==> src/rtl/huffman_act_enc.sv <==
// Huffman encoder for one row of 4-bit activations.
// Serialises words 7..0 as variable-length codes, MSB first.
module huffman_act_enc #(
    parameter int num_words = 8,
    parameter int bw = 4
) (
    input  logic                    clk,
    input  logic                    reset,
    input  logic [bw*num_words-1:0] in,
    input  logic                    valid_in,
    output logic                    ready,
    output logic                    out,
    output logic                    valid,
    input  logic                    ready_in
);

    localparam int wi_w = (num_words > 1) ? $clog2(num_words) : 1;
    localparam logic [wi_w-1:0] top_word = wi_w'(num_words - 1);

    typedef enum logic {
        IDLE,
        SHIFT
    } state_t;

    state_t                  state;
    state_t                  state_nxt;
    logic [bw*num_words-1:0] blk;
    logic [bw*num_words-1:0] blk_nxt;
    logic [wi_w-1:0]         word_idx;
    logic [wi_w-1:0]         word_nxt;
    logic [3:0]              bit_idx;
    logic [3:0]              bit_nxt;

    logic [bw-1:0]           cur_word;
    logic [15:0]             cur_code;
    logic [3:0]              cur_len;
    logic [3:0]              bit_pos;
    logic                    last_bit;
    logic                    last_word;
    logic                    xfer;
    logic                    accept;

    assign cur_word  = blk[word_idx*bw +: bw];
    assign bit_pos   = cur_len - 4'd1 - bit_idx;
    assign last_bit  = (bit_idx == cur_len - 4'd1);
    assign last_word = (word_idx == '0);
    assign xfer      = (state == SHIFT) && ready_in;
    assign accept    = valid_in && ready;

    // Code table: right-aligned code word and its length
    always_comb begin
        cur_code = 16'b0;
        cur_len  = 4'd1;
        case (cur_word)
            4'd0:  begin cur_code = 16'b1;           cur_len = 4'd1;  end
            4'd1:  begin cur_code = 16'b0001;        cur_len = 4'd4;  end
            4'd2:  begin cur_code = 16'b0000;        cur_len = 4'd4;  end
            4'd3:  begin cur_code = 16'b0111;        cur_len = 4'd4;  end
            4'd4:  begin cur_code = 16'b0011;        cur_len = 4'd4;  end
            4'd5:  begin cur_code = 16'b0101;        cur_len = 4'd4;  end
            4'd6:  begin cur_code = 16'b0100;        cur_len = 4'd4;  end
            4'd7:  begin cur_code = 16'b0010;        cur_len = 4'd4;  end
            4'd8:  begin cur_code = 16'b01101;       cur_len = 4'd5;  end
            4'd9:  begin cur_code = 16'b011001;      cur_len = 4'd6;  end
            4'd10: begin cur_code = 16'b0110000;     cur_len = 4'd7;  end
            4'd11: begin cur_code = 16'b011000111;   cur_len = 4'd9;  end
            4'd12: begin cur_code = 16'b01100010;    cur_len = 4'd8;  end
            4'd13: begin cur_code = 16'b01100011011; cur_len = 4'd11; end
            4'd14: begin cur_code = 16'b01100011010; cur_len = 4'd11; end
            4'd15: begin cur_code = 16'b0110001100;  cur_len = 4'd10; end
            default: begin cur_code = 16'b0;         cur_len = 4'd1;  end
        endcase
    end

    // Handshake outputs; ready opens on the final bit of a block
    always_comb begin
        valid = (state == SHIFT);
        out   = valid && cur_code[bit_pos];
        ready = !reset &&
                ((state == IDLE) || (xfer && last_bit && last_word));
    end

    // Next-state and pointer/block update logic
    always_comb begin
        state_nxt = state;
        blk_nxt   = blk;
        word_nxt  = word_idx;
        bit_nxt   = bit_idx;
        case (state)
            IDLE: begin
                if (accept) begin
                    state_nxt = SHIFT;
                    blk_nxt   = in;
                    word_nxt  = top_word;
                    bit_nxt   = 4'd0;
                end
            end
            SHIFT: begin
                if (xfer) begin
                    if (!last_bit) begin
                        bit_nxt = bit_idx + 4'd1;
                    end else if (!last_word) begin
                        word_nxt = word_idx - 1'b1;
                        bit_nxt  = 4'd0;
                    end else if (accept) begin
                        blk_nxt  = in;
                        word_nxt = top_word;
                        bit_nxt  = 4'd0;
                    end else begin
                        state_nxt = IDLE;
                        bit_nxt   = 4'd0;
                    end
                end
            end
            default: state_nxt = IDLE;
        endcase
    end

    // State, pointer and block registers with synchronous reset
    always_ff @(posedge clk) begin
        if (reset) begin
            state    <= IDLE;
            blk      <= '0;
            word_idx <= '0;
            bit_idx  <= '0;
        end else begin
            state    <= state_nxt;
            blk      <= blk_nxt;
            word_idx <= word_nxt;
            bit_idx  <= bit_nxt;
        end
    end

endmodule

==> config.mk <==
export PLATFORM = sky130hd
export DESIGN_NAME = huffman_act_enc
export DESIGN_NICKNAME = d
export VERILOG_FILES = /design/src/rtl/huffman_act_enc.sv
export SDC_FILE = /design/constraint.sdc
export NUM_CORES = 1
export LEC_CHECK = 0
export ABC_CLOCK_PERIOD_IN_PS = 6500
export BUFFER_PORTS_ARGS = -buffer_cell sky130_fd_sc_hd__buf_2
export CORE_ASPECT_RATIO = 0.6
export CORE_MARGIN = 1.5
export CORE_UTILIZATION = 44
export CTS_CLUSTER_DIAMETER = 150
export DETAILED_ROUTE_END_ITERATION = 6
export PLACE_DENSITY_LB_ADDON = 0.15
export SLEW_MARGIN = 5
export SYNTH_ARGS = -nofsm -noshare
export SYNTH_HDL_FRONTEND = slang
export SYNTH_SLANG_ARGS = --single-unit
==> constraint.sdc <==
create_clock -name clk -period 6.5 [get_ports clk]
set_clock_uncertainty 0.1 [all_clocks]
set_input_delay 1.95 -clock clk [delete_from_list [all_inputs] [get_ports clk]]
set_output_delay 1.95 -clock clk [all_outputs]
set_load 0.01 [all_outputs]
# Word level (Yosys, flattened, before mapping)
# Memory sizes are Yosys's and may differ from the RTL's.
# Index checks and enable logic that the tools add are counted.
totals:
  register_bits: 40
  latchBits: 0
  mem_bits_rw: 0
  romBits: 224
  out_inout_bits: 3
  elab_cells: 50
  memories: 1
classes:
  add_sub_neg: 4
  multipliers: 0
  div: 0
  order_cmp: 1
  n_eq_ne: 5
  n_shift: 1
  mux: 21
  bitwise_logic: 1
  reduce_logical: 12
mem_list:
  columns: ["name", "words", "width", "rd", "rd_ports_with_merged_regs", "wr", "line_no", "source"]
  rows:
  - ["(no name shown)", 16, 14, 1, 0, 0, "54", "case (cur_word)"]
op_table:
  columns: ["cell", "count"]
  rows:
  - ["$mux 32", 4]
  - ["$pmux 32 s2", 1]
  - ["$shiftx 32x6->4", 1]
  - ["$mux 3", 4]
  - ["$mux 4", 3]
  - ["$pmux 4 s2", 1]
  - ["$logic_and 1x1->1", 6]
  - ["$ne 2x1->1 const B", 3]
  - ["$pmux 3 s2", 1]
  - ["$lt 4x5->1 const B", 1]
  - ["$mux 1", 5]
  - ["$add 4x1->4 const B", 1]
  - ["$bmux 1 s4", 1]
  - ["$eq 4x4->1", 1]
  - ["$reduce_and 2->1", 2]
  - ["$sub 4x1->4 const B", 1]
  - ["$sub 4x4->4", 1]
  - ["$logic_not 3->1", 1]
  - ["$reduce_and 3->1", 1]
  - ["$sub 3x1->3 const B", 1]
  - ["$ne 2x2->1 const B", 1]
  - ["$pmux 1 s2", 1]
  - ["$logic_not 1->1", 1]
  - ["$logic_or 1x1->1", 1]
  - ["$not 1->1", 1]

# Longest topological paths before layout
# Gate-level depths: netlist of run 1.
# An unclocked memory read counts as a cell.
logic_depth:
  ltp_word: 14
  ltp_mapped: 19
  depth_no_buf: 17

# Worst setup path after synthesis of run 1
# Ideal clock, no wire load.
synth_timing:
  path_kind: "register to output"
  from: "register word_idx[0]"
  to: "output out"
  arrival_ns: 3.758
  t_required_ns: 4.450
  setup_slack_ns: 0.692
  stages_incl_launch_ff: 18
  path_buffers: 1
  path_cell_list: "dfxtp_1 > buf_6 > mux4_2 > mux2i_1 > inv_1 > ha_1 > nand2_1 > o21ai_0 > o21ai_0 > inv_1 > ha_1 > inv_1 > ha_1 > a21o_1 > a21oi_1 > xnor3_1 > or4_1 > o21ai_1"
synth_via:
  elab_chain_cells: 7
synth_lines:
  columns: ["item", "line_no", "source"]
  rows:
  - ["start, declared", "29", "logic [wi_w-1:0] word_idx;"]
  - ["start signal, assigned", "129", "word_idx <= word_nxt;"]
  - ["$shiftx 32x6->4 *", "43", "assign cur_word = blk[word_idx*bw +: bw];"]
  - ["$mem_v2 16x14 *", null, null]
  - ["$sub 4x1->4", "44", "assign bit_pos = cur_len - 4'd1 - bit_idx;"]
  - ["$sub 4x4->4", "44", null]
  - ["$bmux 1 s4 *", "78", "out = valid && cur_code[bit_pos];"]
  - ["$mux 1 (not written as such) *", "78", null]
  - ["$logic_and 1x1->1 *", "78", null]
  - ["end, declared", "12", "output logic out,"]
# Mark *: on every way between the ends. The rest lies on a longest branch, timed or not. The select of a mux whose other input is x is not followed.

# Worst setup path in the final report of run 1
# Ends and elaborated chain as after synthesis.

==> flow_summary.yaml, run 1 <==
sta:
  finalHoldViolCount: 0
  fmax_mhz: 162.2
  finalSetupViolations: 0
  period_needed_ns: 6.163
  hold_slack_ns: 0.3889
  tns_ns: 0
  rsz0062_at_grt: "false"
  period_share_pct: 94.82
  maxSlewViolCount: 0
  layout_setup_ws_ns: 0.3366
  tightest_slew_ns: 1.099
  maxSlewHeadroom_pct: 26.71
final_layout:
  multi_input_area_mm2: 0.001699
  finalInstanceArea_mm2: 0.003002
  layout.area.seq_um2: 807.0
  fillers: 553
  final_util_pct: 52.64
  layout-drive-gt1-share_pct: 25.08
  area_growth_pct: 13.11
  fin_nets: 350
  finalNonFillerCells: 379
  diodes: 0
die:
  ios: 39
  dieArea_mm2: 0.006521
  row_count: 21
  die_w_um: 103.3
  fp.dieH_um: 63.16
  core_mm2: 0.005702
  floorplan.initialDensity_pct: 46.54
worst_setup_path:
  worst_path_max_delay_cell: "mux4_2"
  critPathRequiredTime_ns: 4.45
  cp_common_cell: "ha_1"
  critPathLaunchType: "register"
  timing.rr.start: "word_idx[0]"
  endpoint_kind: "output pin"
  critPathMaxStageDelay_ns: 0.52
  reg2reg_depth: 14
  crit_chain: "mux4_2 > mux2i_1 > buf_4 > ha_1 > o21ai_0 > o21ai_1 > inv_1 > ha_1 > inv_1 > ha_1 > a21o_1 > a21oi_1 > xnor3_1 > or4_1 > o21ai_1 > buf_2"
  cp_max_fo: 8
  crit_type: "register to output pin"
  cp-startpoint: "word_idx[0]"
  crit_arrival_ns: 4.11
detailed_routing:
  drt_iter0_drc: 77
  routed_wl_mm: 5.452
  wl_per_cell_um: 14.39
  drcViolationCount: 0
  vias: 1935
  via_per_inst: 5.106
  first_pass_iters: 4
  ant_nets: 0
global_route:
  antenna_found_initial: 0
  track_usage_pct: 18.48
  gr-total-overflow: 0
  grt_pass1_vias: 1829
  grt_max_degree: 44
  grt_pass1_wl_mm: 9.287
synthesis:
  synth-edff-count: 0
  synthTopCellsByArea: "dfxtp_1 30%, mux2_1 12%, nor2b_1 8.3%"
  netlist_area_mm2: 0.002654
  yosysSeqAreaShare_pct: 30.17
  synthArstFlopShare_pct: 0
  syn_nets: 314
  yosysTopAreaCellShare_pct: 30.17
  ys_types: 48
  synth_top_cell_by_area: "dfxtp_1"
  yosysWarnings: 0
  ys_ff_latch: 40
  avgSynthCellArea_um2: 10.13
  synth_ff_type: "dfxtp_1"
  syn_inst: 262
power:
  p_leak_nw: 1.351
  power.switching_mw: 0.4133
  power-per-cell-area_mw_per_mm2: 339.7
  power_frac_clock_pct: 16.7
  p_sw_share_pct: 40.54
  p_comb_share_pct: 53.3
  peakVddDrop_mv: 0.1253
  p_int_mw: 0.6062
  pwr-share-seq_pct: 30.1
  power_mw: 1.020
min_path:
  hp-start: "bit_idx[2]"
  min_path_type: "register to register"
  holdPathStages: 2
clock_tree:
  cts_hold_buf: 0
  root_buffer: "clkbuf_8"
  insertion_delay_ns: 0.29
  htreeDepth: 2
  cts_buffer_depth: 2
  cts_tree: "built"
  cts.sinks: 40
  numCtsBuffers: 5
  clkTransAtPathRegs_ns: 0.08
job:
  drv_cap: 0
placement:
  dp_slack_ns: 0.4025
  portBuffers: 38
  place.gp.congestion: 0.7852
  dpl_cell_area_mm2: 0.002895
  dpl.cell_count: 370
  hpwl_mm: 4.142
status:
  status: "complete, no violations"
==> final cells by class <==
type                    count  share of cell area [%]
multi-input cells         190                   56.61
repair buffers             45                   8.087
clock buffers               5                   2.293
well taps                  80                   3.335
inverters                  16                   2.001
flip-flops and latches     40                   26.89
clock inverters             3                  0.7920
==> power by group through the flow <==
| stage | clock, mW | combinational (mW) | sequential (mW) |
|---|---|---|---|
| finish | 0.170 | 0.543 | 0.306 |
| global route | 0.188 | 0.605 | 0.312 |
| CTS | 0.177 | 0.534 | 0.305 |
| detailed placement | 0 | 0.529 | 0.311 |
| global placement | 0 | 0.527 | 0.313 |
| floorplan | 0 | 0.432 | 0.291 |
==> cell families (layout without fill, tap and decap cells) <==
group                    count (synthesis)  count (layout)  synth area share, %
XOR/XNOR                                 5               5                2.452
AND/OR/NAND/NOR                         77              77                16.08
AO/OA/AOI/OAI                           37              37                10.66
multiplexers                            55              55                27.02
buffers and inverters                   32              69                5.799
adder cells (fa/ha/maj)                 16              16                7.827
flip-flops                              40              40                30.17
==> path summary, 6_finish.rpt <==
| path | end | slack [ns] |
|---|---|---|
| worst max-delay path | out | 0.34 |
| worst min-delay path | bit_idx[2] | 0.39 |
| worst max register to register | blk[30] | 1.84 |
| worst min register to register | bit_idx[2] | 0.39 |
==> flip-flops by register name (all words and copies together) (netlist names) <==
register  flops
valid         1
bit_idx       4
word_idx      3
blk          32
==> cells in the mapped netlist, drive strengths merged, types with 3 or more instances <==
library cell   n
mux2i         13
clkbuf         8
nor2b         35
mux2          33
mux4           9
or4            3
a21oi         12
nor2          11
nand2         13
and2           3
o21ai          6
buf            8
ha            15
dfxtp         40
xor2           3
inv           16
==> metal layers <==
layer / global-route usage (%) / wire length, µm / up-vias
met5: 0 / 0 / -
met4: 4.054 / 37 / 0
met3: 4.440 / 228 / 5
met2: 23.03 / 1970 / 40
met1: 30.78 / 3215 / 899
li1: - / - / 991
==> critical path: cells and delay by family (launching register included) <==
kind	cells	cell delay [ns]
xor gates and xnor gates	1	0.25
and+or+nand+nor	1	0.47
adders and majority gates	3	0.85
buffers and inverters	4	0.42
DFF	1	0.41
AOI/OAI and AO/OA	5	0.69
muxes	2	0.72
==> placed cells by master (no fill, tap or decap), types with 9 or more instances in the layout <==
master and n:
nor2b_1 35, ha_1 15, inv_1 16, buf_2 38, mux2i_1 12, a21oi_1 12, mux2_1 29, dfxtp_1 37
nor2_1 11, mux4_2 9, nand2_1 13
==> repair_timing <==
action,CTS,global route
setup endpoints to repair,0,1
hold endpoints to repair,0,0
gates resized for setup,0,5
setup buffers,0,1
Note: power is estimated with default switching activity, not from simulation.
==> run 2: changes to the inputs <==
--- a/config.mk
+++ b/config.mk
@@ -7,6 +7,8 @@
 export LEC_CHECK = 0
 export ABC_CLOCK_PERIOD_IN_PS = 6500
 export BUFFER_PORTS_ARGS = -buffer_cell sky130_fd_sc_hd__buf_2
+export CELL_PAD_IN_SITES_DETAIL_PLACEMENT = 0
+export CELL_PAD_IN_SITES_GLOBAL_PLACEMENT = 1
 export CORE_ASPECT_RATIO = 0.6
 export CORE_MARGIN = 1.5
 export CORE_UTILIZATION = 44
==> run 2 against run 1 <==
Against the previous run: cell count fell by 0.26%; combinational power rose by 1%; critical path depth rose by 2; worst setup slack got worse by 0.0099 ns; sequential share of layout area barely moved; clock power rose by 2%; non-clock buffer count fell by 1; wire length rose by 2.8%; critical endpoint unchanged; largest cell class unchanged.
==> flow_summary.yaml, run 2 (same netlist as run 1, synthesis figures left out) <==
die:
  floorplan.initialDensity_pct: 46.54
  core_mm2: 0.005702
  fp.dieH_um: 63.16
  die_w_um: 103.3
  dieArea_mm2: 0.006521
  ios: 39
  row_count: 21
worst_setup_path:
  endpoint_kind: "output pin"
  cp_max_fo: 5
  crit_arrival_ns: 4.12
  critPathLaunchType: "register"
  crit_type: "register to output pin"
  reg2reg_depth: 16
  critPathRequiredTime_ns: 4.45
sta:
  fmax_mhz: 162.0
  maxSlewHeadroom_pct: 25.65
  maxSlewViolCount: 0
  finalHoldViolCount: 0
  period_share_pct: 94.97
  period_needed_ns: 6.173
  tightest_slew_ns: 1.115
  finalSetupViolations: 0
  tns_ns: 0
  hold_slack_ns: 0.3890
  rsz0062_at_grt: "false"
min_path:
  holdPathStages: 2
  min_path_type: "register to register"
placement:
  hpwl_mm: 4.247
  dpl.cell_count: 369
  portBuffers: 38
  place.gp.congestion: 0.7796
final_layout:
  regMostFlops: "blk"
  fin_nets: 349
  layout-drive-gt1-share_pct: 24.83
  finalNonFillerCells: 378
  largest_reg_flops: 32
  multi_input_area_mm2: 0.001703
  diodes: 0
  area_growth_pct: 13.11
  final_cell_mix: "38 x dfxtp_1, 38 x buf_2, 35 x nor2b_1"
  fillers: 544
  layout.area.seq_um2: 805.8
  top_regs: "blk: 32 flops, bit_idx: 4 flops, word_idx: 3 flops"
power:
  pwr-share-seq_pct: 29.8
  p_sw_share_pct: 40.03
  power-per-cell-area_mw_per_mm2: 343.1
  p_comb_share_pct: 53.3
  p_int_mw: 0.6177
  p_leak_nw: 1.349
  peakVddDrop_mv: 0.1249
  power_mw: 1.030
  power_frac_clock_pct: 16.9
  power.switching_mw: 0.4122
global_route:
  grt_max_degree: 44
  grt_pass1_vias: 1956
  gr-total-overflow: 0
  track_usage_pct: 18.86
  antenna_found_initial: 0
  grt_pass1_wl_mm: 9.487
detailed_routing:
  ant_nets: 0
  via_per_inst: 5.262
  first_pass_iters: 4
  routed_wl_mm: 5.606
  drcViolationCount: 0
  drt_iter0_drc: 61
  vias: 1989
  wl_per_cell_um: 14.83
clock_tree:
  root_buffer: "clkbuf_8"
  clkTransAtPathRegs_ns: 0.08
  cts_hold_buf: 0
  numCtsBuffers: 5
  insertion_delay_ns: 0.29
  htreeDepth: 2
  cts.sinks: 40
  cts_tree: "built"
  cts_buffer_depth: 2
status:
  status: "complete, no violations"
job:
  drv_cap: 0
## run 2: cell types whose count changed in the layout (fill, tap and decap cells not counted), sizes merged
cell,change
buf,-1
clkbuf,+1
clkinv,-1
## run 2: worst paths after layout
kind               startpoint    endpoint  slack, ns
hold / removal     bit_idx[2]  bit_idx[2]       0.39
setup / recovery  word_idx[0]         out       0.33
hold reg to reg    bit_idx[2]  bit_idx[2]       0.39
setup reg to reg  word_idx[0]     blk[29]       1.79
## run 2: critical path, stage by stage, from the launching register on
cell and delay (ns):
dfxtp_4 0.39, mux4_2 0.52, mux2i_1 0.16, buf_4 0.16, inv_1 0.09, ha_1 0.23
nand2_1 0.06, o21ai_0 0.08, o21ai_1 0.19, inv_1 0.06, ha_1 0.31, inv_1 0.05
ha_1 0.29, a21o_1 0.17, a21oi_2 0.13, xnor3_1 0.25, or4_1 0.47, o21ai_1 0.08
buf_2 0.13
## run 2: area by class of cell
cell class / instances / area share (%)
multi-input combinational: 190 / 56.73
clock buffer: 6 / 2.751
sequential: 40 / 26.84
tap: 80 / 3.335
clock inverter: 2 / 0.5002
inverter: 16 / 2.001
timing repair buffer: 44 / 7.837
## run 2: power by group through the flow
| stage | Clock [mW] | Combinational [mW] | Sequential, mW |
|---|---|---|---|
| after global routing | 0.192 | 0.619 | 0.311 |
| after floorplan | 0 | 0.432 | 0.291 |
| final | 0.174 | 0.549 | 0.307 |
| after global placement | 0 | 0.531 | 0.311 |
| after detailed placement | 0 | 0.527 | 0.311 |
| after CTS | 0.181 | 0.531 | 0.306 |
## run 2: routing by layer
metal / track usage (%) / wire (µm) / vias up / share of wire (%)
met4: 3.041 / 35 / 0 / 0.62
met3: 4.440 / 271 / 7 / 4.8
met2: 25.66 / 2133 / 50 / 38
li1: - / - / 990 / -
met1: 30.15 / 3165 / 942 / 56
met5: 0 / 0 / - / 0
## run 2: metrics by stage
stage          cell area [µm²]  utilization [%]  worst slack (ns)
2_1_floorplan             2654                -            0.6918
3_3_place_gp              2888            50.65            0.5397
3_5_place_dp              2888            50.65            0.4277
4_1_cts                   2985            52.36            0.1009
5_1_grt                   3002            52.64           0.03256
6_report                  3002            52.64            0.3267
## run 2: what timing repair did
item,4_1_cts,5_1_grt
setup buffers,0,1
gates resized for setup,0,5
endpoints found under the hold margin,0,0
endpoints found under the setup margin,0,1
==> run 3: changes to the inputs <==
--- a/config.mk
+++ b/config.mk
@@ -5,16 +5,18 @@
 export SDC_FILE = /design/constraint.sdc
 export NUM_CORES = 1
 export LEC_CHECK = 0
+export ABC_AREA = 1
 export ABC_CLOCK_PERIOD_IN_PS = 6500
 export BUFFER_PORTS_ARGS = -buffer_cell sky130_fd_sc_hd__buf_2
 export CELL_PAD_IN_SITES_DETAIL_PLACEMENT = 0
 export CELL_PAD_IN_SITES_GLOBAL_PLACEMENT = 1
 export CORE_ASPECT_RATIO = 0.6
 export CORE_MARGIN = 1.5
-export CORE_UTILIZATION = 44
+export CORE_UTILIZATION = 42
 export CTS_CLUSTER_DIAMETER = 150
 export DETAILED_ROUTE_END_ITERATION = 6
 export PLACE_DENSITY_LB_ADDON = 0.15
+export REMOVE_ABC_BUFFERS = 1
 export SLEW_MARGIN = 5
 export SYNTH_ARGS = -nofsm -noshare
 export SYNTH_HDL_FRONTEND = slang
==> run 3 against run 2 <==
Against the previous run: hold slack lost 0.020 ns; critical endpoint unchanged; worst setup slack improved by 0.057 ns; highest routed layer unchanged; count of clock-buffer cells in the layout up 1; largest cell class unchanged; core utilization down 4.2 points; combinational power rose by 110%; flip-flop and latch count did not move.
==> flow_summary.yaml, run 3 <==
status:
  status: "complete, no violations"
worst_setup_path:
  critPathRequiredTime_ns: 4.45
  critPathLaunchType: "register"
  crit_type: "register to output pin"
  endpoint_kind: "output pin"
  crit_family: "adder cells"
  crit_chain: "buf_4 > o21ai_0 > o22ai_1 > nand2_1 > o21ai_2 > inv_1 > ha_1 > inv_1 > nand3_1 > nand2_4 > nor2_4 > inv_1 > ha_1 > fa_1 > inv_1 > o221ai_1 > nand2_1 > o21ai_0 > o21ai_0 > nor2_1 > buf_2"
  crit_arrival_ns: 4.07
  critPathMaxStageDelay_ns: 0.60
  cp_common_cell: "inv_1"
  crit_buf_inv: 6
  worst_path_max_delay_cell: "fa_1"
  cp_max_fo: 10
detailed_routing:
  via_per_inst: 5.086
  vias: 2426
  first_pass_iters: 4
  routed_wl_mm: 6.396
  drcViolationCount: 0
  wl_per_cell_um: 13.41
  ant_nets: 0
  drt_iter0_drc: 137
placement:
  portBuffers: 38
  hpwl_mm: 4.702
  place.gp.congestion: 0.8360
  dpl.cell_count: 469
die:
  core_mm2: 0.006221
  dieArea_mm2: 0.007080
  fp.dieH_um: 65.78
  floorplan.initialDensity_pct: 44.35
  ios: 39
  row_count: 22
  die_w_um: 107.6
final_layout:
  layout-drive-gt1-share_pct: 24.17
  largest_reg_flops: 32
  finalNonFillerCells: 477
  final_util_pct: 48.49
  diodes: 0
  area_growth_pct: 9.342
  regMostFlops: "blk"
  fin_nets: 444
  final_cell_mix: "75 x nand2_1, 75 x nand3_1, 38 x dfxtp_1, 38 x buf_2, 25 x inv_1"
  top_regs: "blk: 32 flops, bit_idx: 4 flops, word_idx: 3 flops"
  fillers: 652
clock_tree:
  clkTransAtPathRegs_ns: 0.08
  cts_buffer_depth: 2
  numCtsBuffers: 5
  postCtsSetupBuffers: 0
  cts_tree: "built"
  insertion_delay_ns: 0.30
  htreeDepth: 2
  cts.sinks: 40
  root_buffer: "clkbuf_8"
global_route:
  grt_pass1_wl_mm: 10.65
  antenna_found_initial: 0
  track_usage_pct: 19.23
  grt_pass1_vias: 2143
  gr-total-overflow: 0
  grt_max_degree: 38
power:
  p_comb_share_pct: 67.3
  power_frac_clock_pct: 13.0
  power.switching_mw: 0.8787
  p_sw_share_pct: 50.57
  peakVddDrop_mv: 0.2397
  power_mw: 1.738
  p_leak_nw: 1.436
  p_int_mw: 0.8591
  pwr-share-seq_pct: 19.7
  power-per-cell-area_mw_per_mm2: 576.1
synthesis:
  netlist_area_mm2: 0.002759
  synthTopCellsByArea: "dfxtp_1 29%, nand3_1 14%, nand2_1 10%"
  ys_ff_latch: 40
  yosysSeqAreaShare_pct: 29.02
  ys_types: 35
  syn_inst: 364
  synth_xor_area_share_pct: 1.270
  synth_mux_area_share_pct: 0
  synth_compound_area_share_pct: 9.524
  avgSynthCellArea_um2: 7.579
  synth-edff-count: 0
  synth_ff_type: "dfxtp_1"
  synthTopCellsByCount: "75 x nand2_1, 75 x nand3_1, 40 x dfxtp_1, 25 x inv_1, 23 x o21ai_0"
  yosysWarnings: 0
  synth_top_family_by_area: "simple AND/OR/NAND/NOR gates"
  synthArstFlopShare_pct: 0
  yosys.area_share.adder_pct: 7.528
  synth_top_cell_by_area: "dfxtp_1"
  synthSimpleGateAreaFrac_pct: 41.41
  yosysTopAreaCellShare_pct: 29.02
sta:
  fmax_mhz: 163.5
  period_share_pct: 94.10
  maxSlewHeadroom_pct: 57.49
  finalSetupViolations: 0
  rsz0062_at_grt: "false"
  tightest_slew_ns: 0.6310
  period_needed_ns: 6.116
  finalHoldViolCount: 0
  maxSlewViolCount: 0
  tns_ns: 0
job:
  drv_cap: 0
min_path:
  min_path_type: "register to register"
[run 3: cells by family (layout without fill, tap and decap cells)]
| kind of cell | Yosys count | after routing |
|---|---|---|
| and+or+nand+nor | 208 | 208 |
| buffers and inverters | 49 | 78 |
| AOI/OAI and AO/OA | 47 | 47 |
| xor gates and xnor gates | 4 | 4 |
| adders and majority gates | 16 | 16 |
| DFF | 40 | 40 |
[run 3: layout make-up]
type / instances / area, µm² / share of cell area, %
clock buffer: 7 / 96.34 / 3.194
clock inverter: 1 / 30.03 / 0.9954
inverter: 30 / 122.6 / 4.065
multi-input combinational: 275 / 1652 / 54.75
sequential: 40 / 805.8 / 26.71
tap: 84 / 105.1 / 3.484
timing repair buffer: 40 / 205.2 / 6.802
[run 3: power groups by stage]
stage / combinational [mW] / sequential [mW] / clock (mW)
after global routing: 1.31 / 0.351 / 0.240
after global placement: 1.15 / 0.345 / 0
after floorplan: 0.916 / 0.336 / 0
after detailed placement: 1.15 / 0.346 / 0
final: 1.17 / 0.342 / 0.226
after CTS: 1.16 / 0.340 / 0.233
[run 3: worst register-to-register path: stages (launching register included)]
cell and delay (ns):
dfxtp_4 0.44, buf_4 0.19, o21ai_0 0.10, o22ai_1 0.24, nand2_1 0.11, o21ai_2 0.12
inv_1 0.14, ha_1 0.36, inv_1 0.07, nand3_1 0.12, nand2_4 0.06, nor2_4 0.14
inv_1 0.06, ha_1 0.19, xor2_1 0.16, ha_1 0.34, inv_1 0.05, nor2_1 0.22
nand4_4 0.14, nand2_4 0.11, nand4_4 0.41, o21ai_1 0.24, nand2_1 0.07, a21oi_1 0.12
[run 3: timing repair]
action / 4_1_cts / 5_1_grt
gates resized for setup: 1 / 4
hold endpoints to repair: 0 / 0
endpoints found under the setup margin: 1 / 2
hold buffers: 0 / 0
[run 3: worst paths after layout]
kind,from,endpoint,slack [ns],depth (start not counted)
min,blk[31],blk[31],0.37,2
max reg2reg,word_idx[0],word_idx[2],2.11,23
max,word_idx[0],out,0.38,21
min reg2reg,blk[31],blk[31],0.37,2
[run 3: routing by layer]
metal	track usage, %	wire length [µm]	vias up
met5	0	0	-
met4	4.934	62	0
met3	3.842	264	7
met2	26.11	2474	54
met1	30.11	3595	1097
li1	-	-	1268
[run 3: per-stage QoR]
stage	worst slack, ns	cell area (µm²)	hold slack, ns
after floorplan	0.5870	2571	0.3403
after detailed placement	0.3469	2882	0.3597
final	0.3837	3017	0.3691
after global placement	0.4616	2882	0.3529
after CTS	0.05832	3008	0.3709
after global routing	0.06078	3017	0.3939
